## config.mk

```make
export PLATFORM = sky130hd
export DESIGN_NAME = load_unit
export DESIGN_NICKNAME = d
export VERILOG_FILES = /design/src/rtl/load_unit_pkg.sv /design/src/rtl/load_unit_extract.sv /design/src/rtl/load_unit.sv
export SDC_FILE = /design/constraint.sdc
export NUM_CORES = 1
export LEC_CHECK = 0
export ABC_CLOCK_PERIOD_IN_PS = 3900
export CELL_PAD_IN_SITES_DETAIL_PLACEMENT = 0
export CELL_PAD_IN_SITES_GLOBAL_PLACEMENT = 1
export CORE_MARGIN = 5
export CORE_UTILIZATION = 38
export DETAILED_ROUTE_END_ITERATION = 6
export HOLD_SLACK_MARGIN = 0.03
export PLACE_DENSITY_LB_ADDON = 0.08
export SETUP_SLACK_MARGIN = 0.05
export SLEW_MARGIN = 10
export SYNTH_ARGS = -nofsm -noshare
export SYNTH_HDL_FRONTEND = slang
export SYNTH_HIERARCHICAL = 1
export SYNTH_SLANG_ARGS = --single-unit
```

## constraint.sdc

```tcl
create_clock -name clk -period 3.9 [get_ports clk]
set_input_delay 0.585 -clock clk [delete_from_list [all_inputs] [get_ports clk]]
set_output_delay 0.585 -clock clk [all_outputs]
set_load 0.03 [all_outputs]
```

## src/rtl/load_unit_pkg.sv

```systemverilog
// Shared definitions for the load path: funct3 codes, lane sizes, FSM states,
// the latched load context, and legality helpers.
package load_unit_pkg;

  localparam int unsigned XLEN   = 32;
  localparam int unsigned RD_W   = 5;
  localparam int unsigned F3_W   = 3;
  localparam int unsigned SIZE_W = 2;

  // RV32I load funct3 codes
  localparam logic [F3_W-1:0] LD_BYTE  = 3'b000;
  localparam logic [F3_W-1:0] LD_HALF  = 3'b001;
  localparam logic [F3_W-1:0] LD_WORD  = 3'b010;
  localparam logic [F3_W-1:0] LD_BYTEU = 3'b100;
  localparam logic [F3_W-1:0] LD_HALFU = 3'b101;

  // Lane size field (funct3[1:0]); same encoding as the store-width codes
  localparam logic [SIZE_W-1:0] SIZE_B  = 2'b00;
  localparam logic [SIZE_W-1:0] SIZE_H  = 2'b01;
  localparam logic [SIZE_W-1:0] SIZE_WD = 2'b10;

  typedef enum logic [1:0] {
    S_IDLE = 2'd0,
    S_REQ  = 2'd1,
    S_WAIT = 2'd2,
    S_RESP = 2'd3
  } state_e;

  // Load attributes captured at accept time
  typedef struct packed {
    logic [F3_W-1:0] funct3;
    logic [1:0]      byte_off;
    logic [RD_W-1:0] rd;
  } load_ctx_t;

  function automatic logic is_illegal(input logic [F3_W-1:0] f3);
    return !(f3 inside {LD_BYTE, LD_HALF, LD_WORD, LD_BYTEU, LD_HALFU});
  endfunction

  function automatic logic is_misaligned(input logic [F3_W-1:0] f3,
                                         input logic [1:0]      off);
    return ((f3[1:0] == SIZE_H) && off[0]) ||
           ((f3[1:0] == SIZE_WD) && (off != 2'b00));
  endfunction

endpackage

```

## src/rtl/load_unit_extract.sv

```systemverilog
// load_extract: selects the byte/halfword lane from a read word and sign- or
// zero-extends it to 32 bits. Purely combinational.
//   funct3   in  load funct3 (bit 2 = unsigned, bits 1:0 = lane size)
//   byte_off in  addr[1:0] of the load
//   word     in  32-bit word read from memory
//   result_c out extended result
module load_extract
  import load_unit_pkg::*;
(
  input  logic [F3_W-1:0] funct3,
  input  logic [1:0]      byte_off,
  input  logic [XLEN-1:0] word,
  output logic [XLEN-1:0] result_c
);

  logic [7:0]  byte_sel;
  logic [15:0] half_sel;

  always_comb begin
    byte_sel = 8'(word >> {byte_off, 3'b000});
    half_sel = 16'(word >> {byte_off[1], 4'b0000});
    result_c = word;
    case (funct3[1:0])
      SIZE_B:  result_c = funct3[2] ? {24'h0, byte_sel}
                                    : {{24{byte_sel[7]}}, byte_sel};
      SIZE_H:  result_c = funct3[2] ? {16'h0, half_sel}
                                    : {{16{half_sel[15]}}, half_sel};
      default: result_c = word;
    endcase
  end

endmodule

```

## src/rtl/load_unit.sv

```systemverilog
// load_unit: accepts a load from the memory stage, issues a word-aligned read,
// waits for variable-latency data, and returns the extended result.
//   load_req/load_ready      handshake from the memory stage (ready = IDLE)
//   funct3, addr, rd_addr    load attributes
//   mem_req/mem_addr/mem_ready    read request channel
//   mem_rvalid/mem_rdata          read response channel
//   load_valid/load_data/load_rd  one-cycle writeback result
//   misaligned, illegal, bus_error one-cycle error pulses
module load_unit
  import load_unit_pkg::*;
#(
  parameter int unsigned TIMEOUT = 64
) (
  input  logic            clk,
  input  logic            rst_n,
  input  logic            load_req,
  output logic            load_ready,
  input  logic [F3_W-1:0] funct3,
  input  logic [XLEN-1:0] addr,
  input  logic [RD_W-1:0] rd_addr,
  output logic            mem_req,
  output logic [XLEN-1:0] mem_addr,
  input  logic            mem_ready,
  input  logic            mem_rvalid,
  input  logic [XLEN-1:0] mem_rdata,
  output logic            load_valid,
  output logic [XLEN-1:0] load_data,
  output logic [RD_W-1:0] load_rd,
  output logic            misaligned,
  output logic            illegal,
  output logic            bus_error
);

  localparam int unsigned CNT_W = $clog2(TIMEOUT);

  state_e           state;
  load_ctx_t        ctx;
  logic [CNT_W-1:0] wait_cnt;
  logic [XLEN-1:0]  ext_c;

  load_extract u_extract (
    .funct3   (ctx.funct3),
    .byte_off (ctx.byte_off),
    .word     (mem_rdata),
    .result_c (ext_c)
  );

  assign load_ready = (state == S_IDLE);

  // Load FSM with registered outputs; pulse outputs default low each cycle
  always_ff @(posedge clk or negedge rst_n) begin
    if (!rst_n) begin
      state      <= S_IDLE;
      ctx        <= '0;
      wait_cnt   <= '0;
      mem_req    <= 1'b0;
      mem_addr   <= '0;
      load_valid <= 1'b0;
      load_data  <= '0;
      load_rd    <= '0;
      misaligned <= 1'b0;
      illegal    <= 1'b0;
      bus_error  <= 1'b0;
    end else begin
      load_valid <= 1'b0;
      misaligned <= 1'b0;
      illegal    <= 1'b0;
      bus_error  <= 1'b0;
      case (state)
        S_IDLE: begin
          if (load_req) begin
            ctx      <= '{funct3: funct3, byte_off: addr[1:0], rd: rd_addr};
            mem_addr <= {addr[XLEN-1:2], 2'b00};
            if (is_illegal(funct3)) begin
              illegal <= 1'b1;
            end else if (is_misaligned(funct3, addr[1:0])) begin
              misaligned <= 1'b1;
            end else begin
              mem_req <= 1'b1;
              state   <= S_REQ;
            end
          end
        end
        S_REQ: begin
          if (mem_ready) begin
            mem_req  <= 1'b0;
            wait_cnt <= '0;
            state    <= S_WAIT;
          end
        end
        S_WAIT: begin
          // Data arriving in the final allowed cycle still wins over timeout
          if (mem_rvalid) begin
            load_data  <= ext_c;
            load_rd    <= ctx.rd;
            load_valid <= 1'b1;
            state      <= S_RESP;
          end else if (wait_cnt == CNT_W'(TIMEOUT - 1)) begin
            bus_error <= 1'b1;
            state     <= S_IDLE;
          end else begin
            wait_cnt <= wait_cnt + CNT_W'(1);
          end
        end
        S_RESP: state <= S_IDLE;
        default: state <= S_IDLE;
      endcase
    end
  end

endmodule
```

# [Word level (Yosys, flattened, before mapping)]
# Cells that the tools add are included.
[totals] latch_bits=0 mem_bits_rw=0 out_inout_bits=75 in_bits=77 rom_bits=0 word_cells=80 register_bits=90 memories=0
[classes] n_eq_ne=18 shift=2 bitwise_logic=0 mux=31 add_sub_neg=1 div=0 n_lt_le_gt_ge=0 reduce_logical=15 mul=0
[op_table] operator="$mux W32" n=2
[op_table] operator="$pmux W32 S2" n=1
[op_table] operator="$shr A32 B5 Y16" n=1
[op_table] operator="$shr A32 B5 Y8" n=1
[op_table] operator="$mux W6" n=3
[op_table] operator="$mux W1" n=16
[op_table] operator="$mux W2" n=6
[op_table] operator="$pmux W6 S2" n=1
[op_table] operator="$ne A2 B2 Y1 const B" n=5
[op_table] operator="$reduce_and A5 Y1" n=2
[op_table] operator="$pmux W2 S4" n=1
[op_table] operator="$add A6 B1 Y6 const B" n=1
[op_table] operator="$eq A2 B1 Y1 const B" n=3
[op_table] operator="$eq A2 B2 Y1 const B" n=3
[op_table] operator="$eq A3 B3 Y1 const B" n=2
[op_table] operator="$eq A6 B6 Y1 const B" n=1
[op_table] operator="$reduce_bool A2 Y1" n=3
[op_table] operator="$reduce_bool A5 Y1" n=1
[op_table] operator="$logic_not A2 Y1" n=2
[op_table] operator="$reduce_and A2 Y1" n=2
[op_table] operator="$reduce_and A4 Y1" n=1
[op_table] operator="$eq A3 B1 Y1 const B" n=1
[op_table] operator="$eq A3 B2 Y1 const B" n=1
[op_table] operator="$logic_not A3 Y1" n=1
[op_table] operator="5 further kinds" n=6

# [Longest topological paths before layout]
# Gate-level depths: netlist (run 1).
[logic_depth] depth_word=7 depth_mapped=6 mapped_depth_nobuf=5

# [By module]
# The synthesis (run 1) kept the hierarchy.
[modules_own_cells] module="load_unit" area_each_um2=3490.8 cells_each=231 n_inst=1 seq_area_each_um2=2252.2
[modules_own_cells] module="load_extract" area_each_um2=709.4 cells_each=93 n_inst=1 seq_area_each_um2=0.0

# [Least setup slack after synthesis (run 1)]
# No wires, ideal clock.
[synth_path] kind="register to register" startpoint="register state[1]" endpoint="register ctx[1] (netlist bit)" path_stages_with_launch=6 t_arrival_ns=1.737 setup_ns=0.125 path_slack_ns=2.038 t_required_ns=3.775 path_buffers=2 cell_sequence="dfrtp_1 > nor2_1 > and2_1 > buf_2 > buf_2 > mux2_2"
[synth_via] elab_chain_cells=2
[synth_rtl] item="start: declaration" line="load_unit.sv:36" source="state_e state;"
[synth_rtl] item="start signal: assignment" line="load_unit.sv:53" source="state <= S_IDLE;"
[synth_rtl] item="start signal: assignment" line="load_unit.sv:80" source="state <= S_REQ;"
[synth_rtl] item="start signal: assignment" line="load_unit.sv:88" source="state <= S_WAIT;"
[synth_rtl] item="$logic_not A2 Y1"
[synth_rtl] item="named net load_ready" line="load_unit.sv:17" source="output logic load_ready,"
[synth_rtl] item="$reduce_and A2 Y1 (no source line)"
[synth_rtl] item="end signal: assignment" line="load_unit.sv:72" source="ctx <= '{funct3: funct3, byte_off: addr[1:0], rd: rd_addr};"
[synth_rtl] item="end: declaration" line="load_unit.sv:37" source="load_ctx_t ctx;"
# The timed path passes the listed nets, and every way through them passes these cells.
# A chain may end at the register's enable or synchronous reset.

# [Worst setup path after layout (run 1)]
[layout_path] startpoint="register ctx[8] (netlist bit)" endpoint="register load_data[0]"
[layout_via] elab_chain_cells=2
[layout_rtl] item="$eq A2 B1 Y1 / $logic_not A2 Y1 (equally long branches)" line="load_unit_extract.sv:23" source="case (funct3[1:0])"
[layout_rtl] item="$pmux W32 S2 *" line="load_unit_extract.sv:23"
[layout_rtl] item="named net ext_c[0]" line="load_unit.sv:39" source="logic [XLEN-1:0] ext_c;"
[layout_rtl] item="end signal: assignment" line="load_unit.sv:94" source="load_data <= ext_c;"
[layout_rtl] item="end: declaration" line="load_unit.sv:27" source="output logic [XLEN-1:0] load_data,"
# Mark *: on every way through the listed nets, which the timed path passes. The rest lies on a longest branch.

==> results of run 1 <==
routing by layer:
layer | part of all wire [%] | vias up | global-route usage, %
li1 | - | 1456 | -
met1 | 41 | 1507 | 20.7
met2 | 50 | 93 | 26.8
met3 | 7.0 | 14 | 4.79
met4 | 1.8 | 0 | 7.04
met5 | 0 | - | 0
how the worst max path moves through the flow:
stage / end / slack, ns / cells past startpoint
after floorplan: ctx[1] / 2.04 / 5
after global placement: state[0] / 1.34 / 4
after detailed placement: state[0] / 1.31 / 4
after CTS: load_ready / 1.59 / 2
after global routing: load_data[5] / 1.38 / 4
final: load_data[0] / 1.56 / 4
synthesized netlist by cell type (2+ instances only):
master | instances | area (um^2)
buf_6 | 3 | 33.8
inv_1 | 2 | 7.51
mux2i_1 | 11 | 110
nand3_1 | 7 | 35.0
o21ai_2 | 10 | 87.6
nand2_1 | 35 | 131
buf_4 | 4 | 30.0
nor2_1 | 7 | 26.3
dfrtp_1 | 90 | 2250
o21ai_0 | 9 | 45.0
o221a_2 | 8 | 90.1
a22o_1 | 8 | 70.1
clkbuf_1 | 4 | 15.0
nor3_1 | 2 | 10.0
a221o_1 | 8 | 80.1
mux2_2 | 77 | 867
buf_2 | 10 | 50.1
and2_1 | 2 | 12.5
power groups by stage:
stage	combinational [mW]	clock (mW)	sequential [mW]
2_1_floorplan	1.17	0	2.30
3_3_place_gp	2.79	0	1.68
3_5_place_dp	2.81	0	1.70
4_1_cts	2.82	0.611	1.68
5_1_grt	2.94	0.650	1.75
6_report	2.77	0.587	1.68
worst max-delay path: cells and delay by family (launching register included):
kind / cells / cell delay, ns
flip-flops: 1 / 0.71
multiplexers: 1 / 0.26
AO/OA/AOI/OAI: 1 / 0.33
AND/OR/NAND/NOR: 2 / 0.92
final cells by class:
cell class / instances / area share, %
inverters: 3 / 0.190
repair buffers: 152 / 25.4
multi-input cells: 210 / 30.5
clock buffers: 10 / 2.32
well taps: 140 / 2.95
clock inverters: 6 / 0.674
flip-flops and latches: 90 / 37.9
state kept, by name, summed over array words and instances, names as in the netlist:
register    cells
load_data      32
mem_addr       30
ctx            10
wait_cnt        6
load_rd         5
state           2
bus_error       1
illegal         1
load_valid      1
mem_req         1
misaligned      1
cells by family (layout without fill, tap and decap cells):
family,count (synthesis),count (layout),share of synthesized area [%]
AOI/OAI and AO/OA,51,51,10.7
buffers and inverters,25,171,3.46
other,1,2,0.0893
muxes,90,90,24.2
xor gates and xnor gates,1,1,0.209
and+or+nand+nor,65,65,7.45
DFF,90,90,53.6
adders and majority gates,1,1,0.298
==> metrics.md, run 1 <==
| Metric | Value |
|---|---|
| Share of cells above drive strength 1 | `27.0%` |
| Share of synthesized flip-flops with an asynchronous set or reset | `100%` |
| Sequential fraction of the synthesis area | `53.6%` |
| Die Area | `13300 um^2` |
| Setup TNS | `0 ns` |
| Register area | `2250 um^2` |
| P_sw | `2.09 mW` |
| Combinational share of power | `55.1%` |
| Post-synth EDFFs | `0` |
| Worst-skew pair later-pin latency | `0.37 ns` |
| R2r worst-path depth | `4` |
| Antenna viol nets, final | `0` |
| VDD IR max | `0.393 mV` |
| Post-CTS Hold Buffers | `0` |
| Post-Route Utilization | `54.8%` |
| CTS tree | `yes` |
| CTS sink count | `90` |
| Setup WS pre-CTS | `1.31 ns` |
| First-pass GRT wire length | `16900 um` |
| Least-Margin Pin Slew | `0.969 ns` |
| Floorplan die width | `115 um` |
| Post-CTS sizing | `0` |
| Die span in y | `115 um` |
| Gpl congestion | `0.790` |
| Commonest cells after routing, fill and taps aside | `clkdlybuf4s50_1, dfrtp_1, mux2_2` |
| Non-filler instance count after layout | `611` |
| CP Launch Point | `ctx[8]` |
| YS warnings | `6` |
| R2r startpoint | `ctx[8]` |
| Hold slack | `0.349 ns` |
| Worst hold path class | `input pin to async pin` |
| RSZ-0062 raised after global routing | `no` |
| Initial Util | `38.7%` |
| Cell breakdown of the critical path | `nor2b_1, nand2_2, o221a_2, mux2_2` |
| DPL Wire Length | `7960 um` |
| R2r setup slk | `1.56 ns` |
| Drt initial violations | `108` |
| Max Cap Violations | `0` |
| Clock Root Buffer | `clkbuf_8` |
| H-tree levels | `3` |
| Slowest-stage cell, CP | `dfrtp_1` |
| Num rows | `38` |
| Final WL | `10700 um` |
| Post-Syn Area per Cell | `13.0 um^2` |
| Max-slew headroom | `35.4%` |
| WS Path Type | `flip-flop to flip-flop` |
| FMAX | `428 MHz` |
| CP peak stage delay | `0.71 ns` |
| Vias in the first global route | `3242` |
| DR WL/cell | `17.4 um` |
| P_leak | `2.47 nW` |
| Drt drc | `0` |
| Skew final | `0.0118 ns` |
| Vias | `3070` |
| CP arrival | `2.59 ns` |
| Dpl cells | `595` |
| Post-Layout Inst Area | `5940 um^2` |
| # fillers | `979` |
| Switch share | `41.5%` |
| Synthesized instance count | `324` |
| Num CTS Buffers | `9` |
| Area Growth Syn to Fin | `41.4%` |
| Cell Int Power | `2.95 mW` |
| Port bufs | `149` |
| Clock Tree Buf Depth | `2` |
| Ports | `152` |
| Post-synth cell types | `45` |
| Mapped cell area | `4200 um^2` |
| Final Cycle Share | `59.9%` |
| Clock share of power | `11.7%` |
| DRT Pass-1 Iters | `4` |
| Core ar. | `10800 um^2` |
| CTS clock-pin slew for the worst setup and hold paths | `0.09 ns` |
| Initial antenna violation count | `0` |
| CP max FO | `29` |
| Total power | `5.04 mW` |
| Top_reg_cell synth | `dfrtp_1` |
| Slew Limit Fails | `0` |
| Hold Vio Cnt, Final | `0` |
| Required @ worst endpoint | `4.15 ns` |
| Commonest non-fill, non-tap cell in the layout | `clkdlybuf4s50_1` |
| Largest net degree at the start of global routing | `76` |
| Pwr Density | `848 nW/um^2` |
| Crit path time final | `2.34 ns` |
| Nets | `544` |
| Total GRT Usage | `16.5%` |
| Kind of start point of the critical path | `flip-flop` |
| Worst r2r dst | `load_data[0]` |
| Crit path capture type | `flip-flop` |
| Status | `finished, final reports clean` |
| Synth Register Bits | `90` |
| Post CTS Setup Buffer Count | `0` |
| Post-placement cell area | `5760 um^2` |
| Via/cell ratio | `5.02` |
| GRT overflow | `0` |
| Flop pwr share | `33.3%` |
| Area of the multi-input gates | `1810 um^2` |
| Ant. Diodes | `0` |
| Final WS setup | `1.56 ns` |
| Setup violations, final | `0` |
Power figures use the tool's default switching activity.
==> inputs of run 2 (changes only) <==
- ABC_CLOCK_PERIOD_IN_PS: 3900 -> 2120
- CORE_UTILIZATION: 38 -> 31
- clock period: 3.9 -> 2.12 ns (I/O delays scaled with it)
==> metrics.md, run 2 (same netlist as run 1, synthesis figures left out) <==
| Metric | Value |
|---|---|
| Area of the multi-input gates | `1810 um^2` |
| Top flop regs | `load_data (32), mem_addr (30), ctx (10)` |
| Setup WS pre-CTS | `0.0289 ns` |
| DPL Wire Length | `8940 um` |
| Final Cycle Share | `92.5%` |
| Share of cells above drive strength 1 | `28.5%` |
| VDD IR max | `0.789 mV` |
| Commonest cells after routing, fill and taps aside | `clkdlybuf4s50_1, dfrtp_1, mux2_2` |
| Post-placement cell area | `5940 um^2` |
| Vias | `3190` |
| Register area | `2250 um^2` |
| Kind of start point of the critical path | `flip-flop` |
| Ports | `152` |
| DR WL/cell | `18.1 um` |
| Setup violations, final | `0` |
| Worst hold path class | `flip-flop to flip-flop` |
| Core ar. | `13200 um^2` |
| Non-filler instance count after layout | `661` |
| GRT overflow | `0` |
| CTS tree | `yes` |
| Nets | `558` |
| Total GRT Usage | `15.0%` |
| Slew Limit Fails | `0` |
| Commonest non-fill, non-tap cell in the layout | `clkdlybuf4s50_1` |
| CP arrival | `1.64 ns` |
| Drt initial violations | `131` |
| Required @ worst endpoint | `1.80 ns` |
| WS Path Type | `flip-flop to primary output` |
| Area Growth Syn to Fin | `48.3%` |
| Pwr Density | `1600 nW/um^2` |
| Crit path capture type | `primary output` |
| RSZ-0062 raised after global routing | `no` |
| Largest Register | `load_data` |
| Hold slack | `0.499 ns` |
| Gpl congestion | `0.810` |
| Skew final | `0.00782 ns` |
| FMAX | `510 MHz` |
| Via/cell ratio | `4.83` |
| CTS clock-pin slew for the worst setup and hold paths | `0.07 ns` |
| Antenna viol nets, final | `0` |
| Initial Util | `31.7%` |
| Max-slew headroom | `58.6%` |
| Num CTS Buffers | `9` |
| Floorplan die width | `126 um` |
| Ant. Diodes | `0` |
| Drt drc | `0` |
| Post-CTS sizing | `0` |
| Die span in y | `126 um` |
| # fillers | `1288` |
| Setup TNS | `0 ns` |
| Initial antenna violation count | `0` |
| Num rows | `42` |
| Final WS setup | `0.159 ns` |
| DRT Pass-1 Iters | `4` |
| Hold Vio Cnt, Final | `0` |
| Total power | `9.93 mW` |
| P_leak | `2.60 nW` |
| Dpl cells | `644` |
| H-tree levels | `3` |
| Worst-skew pair later-pin latency | `0.33 ns` |
| First-pass GRT wire length | `19000 um` |
| Vias in the first global route | `3424` |
| Final WL | `12000 um` |
| Status | `finished, final reports clean` |
| CP max FO | `6` |
| Die Area | `16000 um^2` |
| Largest net degree at the start of global routing | `47` |
| Max Cap Violations | `0` |
| Crit path time final | `1.96 ns` |
| Post-Route Utilization | `47.0%` |
| Clock Tree Buf Depth | `2` |
| CTS sink count | `90` |
| Post-Layout Inst Area | `6230 um^2` |
| Port bufs | `149` |
| Least-Margin Pin Slew | `0.621 ns` |
| Clock Root Buffer | `clkbuf_16` |
| Largest register FFs | `32` |
==> run 2: changes by cell type in the layout (fill, tap and decap cells not counted), moves of 2 or more <==
cell / change
buf_12: +3
buf_4: +10
clkbuf_16: +9
clkbuf_8: -9
clkbuf_1: +2
==> run 2: repair_timing <==
action | 4_1_cts | 5_1_grt
hold buffers | 1 | 0
setup buffers | 0 | 0
endpoints found under the hold margin | 20 | 0
==> run 2: final timing paths <==
check / end / from / cells after the start / slack, ns
hold / removal: ctx[9] / ctx[9] / 1 / 0.50
hold reg to reg: ctx[9] / ctx[9] / 1 / 0.50
setup / recovery: load_ready / state[1] / 2 / 0.16
min in group asynchronous: wait_cnt[4] / rst_n / 2 / 0.53
setup reg to reg: load_data[11] / ctx[6] / 6 / 0.28
max in group asynchronous: mem_addr[11] / rst_n / 3 / 0.89
==> run 2: critical path, cell delays in order (launching register included) <==
cell and delay, ns:
dfrtp_1 0.43, nor2_1 0.18, clkdlybuf4s50_1 0.70
==> run 2: where the power goes <==
part	switching (mW)	internal, mW	total (mW)
logic	2.88	2.57	5.45
clock network	0.670	0.829	1.50
registers	0.472	2.51	2.99
total	4.02	5.91	9.93
==> run 2: routing by layer <==
metal  vias up  track usage [%]  routed length (um)
li1       1486                -                   -
met1      1582             18.6                5000
met2       107             24.1                5790
met3        15             5.30                1010
met4         0             5.55                 196
met5         -                0                   0
==> run 2: area by class of cell <==
| class | instances | share of cell area [%] |
|---|---|---|
| clock inverters | 4 | 0.442 |
| inverters | 3 | 0.181 |
| well taps | 176 | 3.54 |
| multi-input cells | 210 | 29.1 |
| repair buffers | 166 | 26.6 |
| flip-flops and latches | 90 | 36.2 |
| clock buffers | 12 | 3.96 |
==> inputs of run 3 (changes only) <==
- HOLD_SLACK_MARGIN: 0.03 -> default
==> metrics.md, run 3 (same netlist as run 1, synthesis figures left out) <==
| Metric | Value |
|---|---|
| Cell Int Power | `5.91 mW` |
| Total power | `9.94 mW` |
| R2r setup slk | `0.28 ns` |
| Die span in y | `126 um` |
| Core ar. | `13200 um^2` |
| Setup WS pre-CTS | `0.0289 ns` |
| Max-slew headroom | `58.7%` |
| R2r worst-path depth | `6` |
| Worst Setup EP | `load_ready` |
| Total GRT Usage | `15.0%` |
| Share of cells above drive strength 1 | `28.5%` |
| Area Growth Syn to Fin | `48.0%` |
| GRT overflow | `0` |
| Top flop regs | `load_data (32), mem_addr (30), ctx (10)` |
| CP arrival | `1.64 ns` |
| Initial Util | `31.7%` |
| Antenna viol nets, final | `0` |
| P_sw | `4.03 mW` |
| Crit path time final | `1.96 ns` |
| Num rows | `42` |
| Ports | `152` |
| Final Cycle Share | `92.5%` |
| Nets | `557` |
| Port bufs | `149` |
| Worst-skew pair later-pin latency | `0.33 ns` |
| Pwr Density | `1600 nW/um^2` |
| Crit path capture type | `primary output` |
| Required @ worst endpoint | `1.80 ns` |
| P_leak | `2.59 nW` |
| WS Path Type | `flip-flop to primary output` |
| Post CTS Setup Buffer Count | `0` |
| Slew Limit Fails | `0` |
| Least-Margin Pin Slew | `0.619 ns` |
| Gpl congestion | `0.810` |
| Setup violations, final | `0` |
| Skew final | `0.00757 ns` |
| Post-CTS Hold Buffers | `0` |
| Initial antenna violation count | `0` |
| Combinational share of power | `54.9%` |
| Flop pwr share | `30.0%` |
| Kind of start point of the critical path | `flip-flop` |
| Num CTS Buffers | `9` |
| FMAX | `510 MHz` |
| Drt drc | `0` |
| DPL Wire Length | `8940 um` |
| First-pass GRT wire length | `18900 um` |
| Vias in the first global route | `3419` |
| Largest register FFs | `32` |
| Clock share of power | `15.1%` |
| Via/cell ratio | `4.84` |
| Drt initial violations | `129` |
| Post-CTS sizing | `0` |
| Commonest non-fill, non-tap cell in the layout | `clkdlybuf4s50_1` |
| Worst hold path class | `input pin to async pin` |
| H-tree levels | `3` |
| Worst r2r dst | `load_data[11]` |
| CTS sink count | `90` |
| Clock Tree Buf Depth | `2` |
| DR WL/cell | `18.2 um` |
| Largest Register | `load_data` |
| Hold Vio Cnt, Final | `4` |
| CTS clock-pin slew for the worst setup and hold paths | `0.07 ns` |
| VDD IR max | `0.789 mV` |
| CTS tree | `yes` |
| Hold slack | `-0.0131 ns` |
| CP max FO | `6` |
| Switch share | `40.5%` |
| Ant. Diodes | `0` |
| CP Launch Point | `state[1]` |
| Max Cap Violations | `0` |
| Setup TNS | `0 ns` |
| R2r startpoint | `ctx[6]` |
| Final WS setup | `0.159 ns` |
| Commonest cells after routing, fill and taps aside | `clkdlybuf4s50_1, dfrtp_1, mux2_2` |
| Floorplan die width | `126 um` |
| Final WL | `12000 um` |
| Die Area | `16000 um^2` |
| Failing checks | `negative hold slack` |
| Status | `complete, but fails checks` |
| RSZ-0062 raised after global routing | `no` |
| Largest net degree at the start of global routing | `47` |
| Vias | `3197` |
| Clock Root Buffer | `clkbuf_16` |
| DRT Pass-1 Iters | `4` |
## run 3: stage by stage
| stage | util, % | instances | instance area [um^2] | hold WS [ns] |
|---|---|---|---|---|
| 2_1_floorplan | - | 325 | 4200 | 0.0224 |
| 5_1_grt | 46.9 | 660 | 6220 | 0.0460 |
| 6_report | 46.9 | 660 | 6220 | -0.0131 |
| 3_5_place_dp | 44.9 | 644 | 5940 | 0.381 |
| 3_3_place_gp | 44.9 | 644 | 5940 | 0.383 |
| 4_1_cts | 46.9 | 660 | 6220 | 0.0136 |
## run 3: metal layers
| metal | up-vias | GRT usage (%) | share of wire [%] |
|---|---|---|---|
| li1 | 1486 | - | - |
| met1 | 1585 | 18.5 | 42 |
| met2 | 111 | 24.1 | 48 |
| met3 | 15 | 5.30 | 8.6 |
| met4 | 0 | 5.55 | 1.6 |
| met5 | - | 0 | 0 |
## run 3: critical path: stages, from the launching register on
cell and delay, ns:
dfrtp_1 0.43, nor2_1 0.18, clkdlybuf4s50_1 0.70
## run 3: area by class of cell
class / instances / area [um^2]
multi-input cells: 210 / 1810
clock inverters: 4 / 27.5
clock buffers: 12 / 246
flip-flops and latches: 90 / 2250
inverters: 3 / 11.3
repair buffers: 165 / 1650
well taps: 176 / 220
fillers: 1287 / 7030
## run 3: how the worst min path moves through the flow
| stage | cells past startpoint | slack, ns | from | endpoint |
|---|---|---|---|---|
| detailed placement | 1 | 0.38 | rst_n | wait_cnt[3] |
| global placement | 1 | 0.38 | rst_n | wait_cnt[3] |
| finish | 1 | -0.01 | rst_n | wait_cnt[4] |
| floorplan | 0 | 0.02 | rst_n | bus_error |
| CTS | 1 | 0.01 | rst_n | wait_cnt[4] |
| global route | 1 | 0.05 | rst_n | wait_cnt[4] |
## run 3: power groups by stage
stage	Combinational (mW)	Clock [mW]	Sequential (mW)
finish	5.45	1.50	2.98
global route	5.78	1.63	3.10
CTS	5.53	1.56	3.01
detailed placement	5.52	0	3.03
global placement	5.50	0	2.99
floorplan	2.14	0	4.23
==> edit, RTL diff (config.mk and constraints of run 1) <==
Set the parameter `TIMEOUT` to 128 (it was 64).
--- a/src/rtl/load_unit.sv
+++ b/src/rtl/load_unit.sv
@@ -11,3 +11,3 @@
 #(
-  parameter int unsigned TIMEOUT = 64
+  parameter int unsigned TIMEOUT = 128
 ) (
Formal check against the unedited RTL: no difference found for any inputs over 10 cycles, from zero or initial values and one cycle with rst_n low; that may be too few to reach the edited logic, so the function may still have changed.
==> edit against run 1 <==
- combinational power shrank 5%
- cell area grew 4.0%
- power grew 4.4%
- non-clock buffer count grew 3
- wire length grew 16%
- worst hold slack gained 0.052 ns
- sequential cell count grew 1
- via count grew 25%
- synthesized area grew 2.4%
- setup slack lost 0.029 ns
- critical endpoint is now load_ready
- largest power group unchanged
==> edit: results (changes against run 1) <==
## Global route
- 24.8% — met1 global-route usage, +4.1 points
- 18.5% — global router's overall resource usage, +2.0 points
- 7.20% — global-route met3 utilization, +2.4 points
- 19.7 mm — first-pass GRT wire length, +17%
- 3792 — via count of the first global-routing pass, +17%

## Route
- 5 — DRT Pass-1 Iters, +1
- 1.41 mm — Detail Route met3 WL, +88%
- 5.63 mm — routed length on met2, +5.1%
- 5.29 mm — wire length the detailed router placed on met1, +21%
- 272 — detailed router's first-iteration violation count, +150%
- 4.94 — via density per instance, -1.7%

## STA
- 0.968 ns — slew at the pin closest to its max-slew limit, -0.00114 ns
- 0.00665 ns — setup skew after layout, -0.00519 ns

## Logic synthesis
- 8.74 sq um — synthesized area per cell, -33%
- 0% — xor/xnor cell area share of the yosys netlist, -0.21 points
- 53.0% — proportion of synthesized chip area in sequential cells, -0.67 points
- sky130_fd_sc_hd__dfrtp_1, sky130_fd_sc_hd__nand2_1, sky130_fd_sc_hd__mux2i_1 — cell types occupying the most area after synthesis
- sky130_fd_sc_hd__nand2_1, sky130_fd_sc_hd__dfrtp_1, sky130_fd_sc_hd__o21ai_0 — top cell types by occurrence after synthesis
- 44 — library cells used by synthesis, -2.2%
- 11.5% — area fraction in compound gates after synthesis, +0.80 points

## Setup path
- buffers and inverters — Top Family by Delay on Critical Path
- 1.78 ns — crit path DAT, -0.81 ns
- sky130_fd_sc_hd__clkdlybuf4s50_1 — cell with the biggest individual delay on the critical path

## Finish
- 8.19% — ratio of cells with drive above 1 in the final layout, -19 points
- 775 — final std cells w/o fill, +27%
- 708 — Total Nets Final, +30%
- 1055 — filler cell count, +7.8%

## Run status
- complete, no violations — status

## Clocking
- 0.07 ns — clock transition at the register clock pins on the worst setup and hold paths after CTS, -0.02 ns
- sky130_fd_sc_hd__clkbuf_16 — Root Buffer

## Power and ir drop
- 0.000500 V — worst voltage drop across the vdd grid, +27%
- 42.9% — Switching Share, +1.4 points

## Placed design
- 8.70 mm — post-detail-place hpwl, +9.3%
- 759 — cell total after placement, +28%
- 5850 sq um — instance area after placement, +1.6%
- 1.48 ns — Place WS, +0.173 ns

## edit: worst paths after layout
kind	start	to	slack, ns	cells after the start
max	state[1]$_DFFE_PN0P_	load_ready	1.54	2
min	rst_n	load_valid$_DFF_PN0_	0.40	1
max reg2reg	ctx[8]$_DFFE_PN0P_	load_data[6]$_DFFE_PN0P_	1.61	5
min reg2reg	mem_addr[12]$_DFFE_PN0P_	mem_addr[12]$_DFFE_PN0P_	0.47	2
max in group asynchronous	rst_n	mem_addr[5]$_DFFE_PN0P_	2.69	2
min in group clk	mem_addr[12]$_DFFE_PN0P_	mem_addr[12]$_DFFE_PN0P_	0.47	2
## edit: cell type report
class                      instances  area, sq um  share of cell area [%]
sequential                        91         2280                    36.9
clock buffer                       9          225                    3.65
timing repair buffer             155         1530                    24.8
multi-input combinational        368         1850                    29.9
clock inverter                     7          100                    1.62
tap                              140          175                    2.84
inverter                           5         18.8                   0.304
